`config.mk`:
```
export PLATFORM = sky130hd
export DESIGN_NAME = mul_out_stage
export DESIGN_NICKNAME = d
export VERILOG_FILES = /design/src/rtl/mul_out_stage.sv
export SDC_FILE = /design/constraint.sdc
export NUM_CORES = 1
export LEC_CHECK = 0
export ABC_CLOCK_PERIOD_IN_PS = 2500
export CAP_MARGIN = 40
export CORE_MARGIN = 2
export CORE_UTILIZATION = 49
export CTS_CLUSTER_SIZE = 16
export DETAILED_ROUTE_END_ITERATION = 10
export PLACE_DENSITY_LB_ADDON = 0.12
export SYNTH_ARGS = -nofsm -noshare
export SYNTH_HDL_FRONTEND = slang
export SYNTH_SLANG_ARGS = --single-unit
```
`constraint.sdc`:
```
create_clock -name clk -period 2.5 [get_ports clk]
set_clock_uncertainty 0.1 [all_clocks]
set_input_delay 0.625 -clock clk [delete_from_list [all_inputs] [get_ports clk]]
set_output_delay 0.625 -clock clk [all_outputs]
set_load 0.005 [all_outputs]
```
`src/rtl/mul_out_stage.sv`:
```
// Output stage of the pipelined multiplier: 2-entry skid buffer between the
// pipeline and the consumer, plus sticky exception flags and a saturating count.
module mul_out_stage #(
  parameter int WIDTH = 32,
  parameter int CNT_W = 16
) (
  input  logic             clk,
  input  logic             rst,
  input  logic             in_valid,
  output logic             in_ready,
  input  logic [WIDTH-1:0] in_result,
  input  logic [4:0]       in_status,
  output logic             out_valid,
  input  logic             out_ready,
  output logic [WIDTH-1:0] out_result,
  output logic [4:0]       out_status,
  input  logic             flags_clr,
  output logic [4:0]       flags,
  output logic [CNT_W-1:0] exc_cnt
);

  typedef struct packed {
    logic [WIDTH-1:0] result;
    logic [4:0]       status;
  } entry_t;

  // Encoding is {main_valid, skid_valid}
  typedef enum logic [1:0] {
    EMPTY = 2'b00,
    ONE   = 2'b10,
    FULL  = 2'b11
  } state_e;

  localparam logic [CNT_W-1:0] CNT_MAX = '1;

  state_e           state_q, state_d;
  entry_t           main_q, main_d;
  entry_t           skid_q, skid_d;
  logic [4:0]       flags_q, flags_d;
  logic [CNT_W-1:0] cnt_q, cnt_d;

  entry_t           in_entry;
  logic             accept, retire;
  logic [4:0]       flags_base;
  logic [CNT_W-1:0] cnt_base;

  assign in_entry   = '{result: in_result, status: in_status};
  assign in_ready   = !rst && !state_q[0];
  assign out_valid  = state_q[1];
  assign out_result = main_q.result;
  assign out_status = main_q.status;
  assign flags      = flags_q;
  assign exc_cnt    = cnt_q;

  assign accept = in_valid && in_ready;
  assign retire = out_valid && out_ready;

  always_comb begin
    state_d = state_q;
    main_d  = main_q;
    skid_d  = skid_q;
    case (state_q)
      EMPTY: begin
        if (accept) begin
          main_d  = in_entry;
          state_d = ONE;
        end
      end
      ONE: begin
        if (accept && retire) begin
          main_d = in_entry;
        end else if (accept) begin
          skid_d  = in_entry;
          state_d = FULL;
        end else if (retire) begin
          state_d = EMPTY;
        end
      end
      FULL: begin
        if (retire) begin
          main_d  = skid_q;
          state_d = ONE;
        end
      end
      default: state_d = EMPTY;
    endcase
  end

  // A clear wipes history only; an item retiring in the same cycle still counts.
  always_comb begin
    flags_base = flags_clr ? 5'b0 : flags_q;
    cnt_base   = flags_clr ? '0 : cnt_q;
    flags_d    = flags_base;
    cnt_d      = cnt_base;
    if (retire) begin
      flags_d = flags_base | main_q.status;
      if ((main_q.status != 5'b0) && (cnt_base != CNT_MAX))
        cnt_d = cnt_base + CNT_W'(1);
    end
  end

  always_ff @(posedge clk) begin
    if (rst) begin
      state_q <= EMPTY;
      main_q  <= '0;
      skid_q  <= '0;
      flags_q <= '0;
      cnt_q   <= '0;
    end else begin
      state_q <= state_d;
      main_q  <= main_d;
      skid_q  <= skid_d;
      flags_q <= flags_d;
      cnt_q   <= cnt_d;
    end
  end

endmodule

```
# After elaboration in Yosys (flattened, before gate mapping)

Cells that the tools add are included.

$add $sub $neg: 1
Eq/ne operators: 8
Mux-type cells: 15
Bitwise operators: 2
Reductions and logical operators: 13

Operator list:

| operator              | number |
|---|---|
| $mux 37               | 3 |
| $pmux 37 s3           | 1 |
| $mux 16               | 3 |
| $add 16x1->16 const B | 1 |
| $ne 16x16->1 const B  | 1 |
| $mux 2                | 5 |
| $mux 5                | 2 |
| $ne 2x2->1 const B    | 4 |
| $reduce_and 4->1      | 2 |
| $pmux 2 s3            | 1 |
| $logic_and 1x1->1     | 5 |
| $or 5x5->5            | 1 |
| $reduce_bool 5->1     | 1 |
| $eq 2x2->1 const B    | 2 |
| $ne 3x3->1 const B    | 1 |
| $reduce_and 3->1      | 1 |
| $reduce_bool 3->1     | 1 |
| $logic_not 1->1       | 2 |
| $logic_not 2->1       | 1 |
| $not 1->1             | 1 |

Register bits: 97
Input bits: 42
Output and inout port bits: 60
Word-level logic and storage cells: 46

# Longest topological paths before layout

Gate-level depths: netlist of run 1.

Depth in word-level cells: 6
Mapped depth: 9
Mapped depth without buffers: 7

# Least setup slack after synthesis of run 1

No wires, ideal clock.

Path type: in2reg
From: in flags_clr
To: reg cnt_q[3], in the netlist exc_cnt[3]
Library setup time: 0.070 ns
Arrival: 2.170 ns
Data required time: 2.330 ns
Slack: 0.159 ns
Stages on the path: 9
Path buffers: 2
Cell sequence: clkbuf_1 -> nor2b_1 -> ha_1 -> nand2_1 -> nor3_1 -> a21o_1 -> buf_6 -> or3_1 -> a21oi_1

Cells in the longest elaborated chain, start to end: 5
Elaborated cells on any way between the ends: 6
Classes of those cells: add/sub: 1; eq/ne: 1; mux: 3; reduce/logical: 1

Ends and longest elaborated chain:

| element                                               | RTL line | source |
|---|---|---|
| start: declaration                                    | 17       | `input logic flags_clr,` |
| $mux 16 *                                             | 92       | `cnt_base = flags_clr ? '0 : cnt_q;` |
| branches (longest 3 deep; another with $add 16x1->16) | -        |  |
| $mux 16 *                                             | 95       | `if (retire) begin` |
| end signal: assignment                                | 114      | `cnt_q <= cnt_d;` |
| end: declaration                                      | 40       | `logic [CNT_W-1:0] cnt_q, cnt_d;` |

Mark *: on every way between the ends.
A chain may end at the register's enable or synchronous reset.

# Worst setup path after layout of run 1

From: reg cnt_q[6], in the netlist exc_cnt[6]
To: out exc_cnt[6]

RTL lines:

| element          | RTL line | source |
|---|---|---|
| end: declaration | 19       | `output logic [CNT_W-1:0] exc_cnt` |

No word-level cell between the ends.

==> results_dict.tcl, run 1 <==
set metrics [dict create \
    status "finished, final reports clean" \
    pin_count 102 \
    ys_seq_area_frac 0.464 \
    final_area_mm2 0.00566 \
    tightest_slew_ns 0.752 \
    grt_pass1_vias 3502 \
    pwr-share-comb 0.361 \
    grtUsageTotal 0.224 \
    drive_above_1_share 0.0964 \
    drcViolationCount 0 \
    mostFrequentLayoutCell "clkdlybuf4s50_1" \
    ant_nets 0 \
    place_hpwl_um 6960 \
    die_x_um 96.4 \
    syn_nets 525 \
    drv_slew 0 \
    worst_slack_ns 0.334 \
    cts_tree "done" \
    nets 634 \
    yosys_warnings 0 \
    fin_util 0.685 \
    cts.clk_slew.worst_paths_ns 0.10 \
    grt-ovfl-total 0 \
    routed_via_density 5.29 \
    p_sw_frac 0.327 \
    syn_inst 477 \
    finalWirelength_um 9970 \
    grt_antenna_before_repair 0 \
    cp.buffers_inverters 1 \
    critPathSlowestCell "clkdlybuf4s50_1" \
    critPathMaxFanout 8 \
    num_vias 3680 \
    timing.fmax_mhz 462 \
    grt_start_max_net_pins 74 \
    io_buffers 101 \
    power.total_w 0.00470 \
    multiInputGateArea_mm2 0.00210 \
    cp_cell_sequence "clkdlybuf4s50_1" \
    nFillCells 685 \
    cp-end-kind "output pin" \
    netlist_area_mm2 0.00419 \
    avgSynthCellArea_um2 8.78 \
    finalHoldViolCount 0 \
    place_ws_ns -0.354 \
    die_y_um 96.4 \
    synth_cell_types 46 \
    p_seq_frac 0.436 \
    grt_pass1_wl_um 16400 \
    ys_dominant_reg_cell "dfxtp_1" \
    cts_buffer_depth 2 \
    cts_buffers 9 \
    intPower_w 0.00316 \
    dp.cells 680 \
    layout.cells.non_filler 696 \
    synth-seq-cells 97 \
    fin_crit_ns 2.17 \
    path_class "reg2out" \
    cp.arrival_ns 1.44 \
    cts_setup_buffers 0 \
    cp.depth 1 \
    gp_congestion 0.848 \
    p_leak_nw 1.92 \
    final_cell_mix "clkdlybuf4s50_1, dfxtp_1, nand2_1, nor2_1, a21oi_1" \
    cts_root_buffer "clkbuf_8" \
    h-tree-depth 3 \
    area_delta_synth_final_pct 35.1 \
    rsz0062_at_grt "no" \
    drt_iter0_markers 133 \
    seq_area_mm2 0.00194 \
    hp-class "reg2reg" \
    dieArea_mm2 0.00930 \
    detail_route.first_pass.iterations 4 \
    power.share.clock 0.203 \
    finalSetupViolations 0 \
    drt-wirelength-per-cell_um 14.3 \
    max_stage_delay_ns 0.56 \
    vdd_ir_drop_max_uv 460 \
    relSlewSlack 0.499 \
    hold_depth 2 \
    cts_sinks 97 \
    crit_family "buffers and inverters" \
    synth_edf_count 0 \
    clk_latency_ns 0.37 \
    core_mm2 0.00826 \
    start_util 0.507 \
    r2r_cells 9 \
    switchingPower_w 0.00153 \
    place_area_mm2 0.00546 \
    power.density_mw_per_mm2 831 \
    required_ns 1.77 \
    fin_crit_sh 0.866 \
    row_count 33 \
    async_flop_share 0 \
    crit_path_start_kind "flop" \
    antenna_cells 0 \
    maxCapViolCount 0 \
]
## final timing paths
kind              start            end  slack (ns)
min          skid_q[16]     skid_q[16]        0.36
max reg2reg  state_q[0]  out_result[9]        0.45
min reg2reg  skid_q[16]     skid_q[16]        0.36
max          exc_cnt[6]     exc_cnt[6]        0.33
## repair_timing
item                                    in CTS  in global routing
hold buffers                                 0                  0
gates resized for setup                      0                  4
endpoints found under the setup margin       0                  8
## cell type report
class,instances,area share
clock buffer,10,0.0226
clock inverter,6,0.00885
inverter,4,0.00265
multi-input combinational,344,0.371
sequential,97,0.343
tap,105,0.0232
timing repair buffer,130,0.228
## flip-flops by register name, summed over array words and instances, names as in the netlist
name,flops
flags,5
out_result,32
skid_q,37
state_q,2
exc_cnt,16
out_status,5
## synth_stat cells, types with 2 or more instances
cell type  count  share of area
a21oi_1       43          0.051
nor2_1        54          0.048
buf_2         10          0.012
xnor2_1        6          0.013
ha_1           6          0.018
a21o_1         2         0.0036
buf_4          3         0.0054
and3_1         2         0.0030
nor4_1         3         0.0045
nand4_1        3         0.0045
buf_1          2         0.0018
and4b_4        2         0.0066
nand3_1        9          0.011
nor3b_1        2         0.0036
inv_1          4         0.0036
dfxtp_1       97           0.46
a211oi_1      37          0.066
clkbuf_1      16          0.014
o21ai_0        5         0.0060
mux2i_1       38          0.091
nor3_1         6         0.0072
or4_1          3         0.0054
nor2b_1        5         0.0075
o31ai_1        3         0.0054
nand4b_1       2         0.0042
nand3b_1       2         0.0036
a22oi_1        5         0.0090
nand2_1       82          0.074
a21boi_1       2         0.0036
and2b_1        4         0.0072
or3_1          4         0.0060
## routing by layer
layer	up-vias	wire (um)	share of wire	track usage
met1	1708	4490	0.45	0.282
met5	-	0	0	0
li1	1890	-	-	-
met2	71	4880	0.49	0.385
met3	11	457	0.046	0.0403
met4	0	142	0.014	0.0810
## cells by family after synthesis
group,count (synthesis),synth area share
compound gates,104,0.162
xor+xnor,6,0.0126
fa+ha+maj,6,0.0179
buf+inv,36,0.0397
flops,97,0.464
mux,39,0.0935
simple gates,189,0.210
## stage by stage
stage / TNS [ns] / hold WS, ns
after global routing: 0 / 0.380
after floorplan: 0 / 0.336
after global placement: -3.03 / 0.341
after detailed placement: -3.60 / 0.346
after CTS: 0 / 0.360
final: 0 / 0.359
## power by group through the flow
stage                     combinational (W)  sequential (W)  clock [W]
final                               0.00170         0.00205   0.000954
after global routing                0.00188         0.00209    0.00104
after CTS                           0.00171         0.00205   0.000974
after detailed placement            0.00170         0.00208          0
after global placement              0.00166         0.00207          0
after floorplan                    0.000815         0.00207          0
Note: power is estimated with default switching activity, not from simulation.
==> run 2, diff against run 1 <==
--- a/config.mk
+++ b/config.mk
@@ -12,6 +12,7 @@
 export CTS_CLUSTER_SIZE = 16
 export DETAILED_ROUTE_END_ITERATION = 10
 export PLACE_DENSITY_LB_ADDON = 0.12
+export SKIP_LAST_GASP = 1
 export SYNTH_ARGS = -nofsm -noshare
 export SYNTH_HDL_FRONTEND = slang
 export SYNTH_SLANG_ARGS = --single-unit
==> results of run 2 <==
The final DEF is identical to that of run 1; final timing and power are the same.
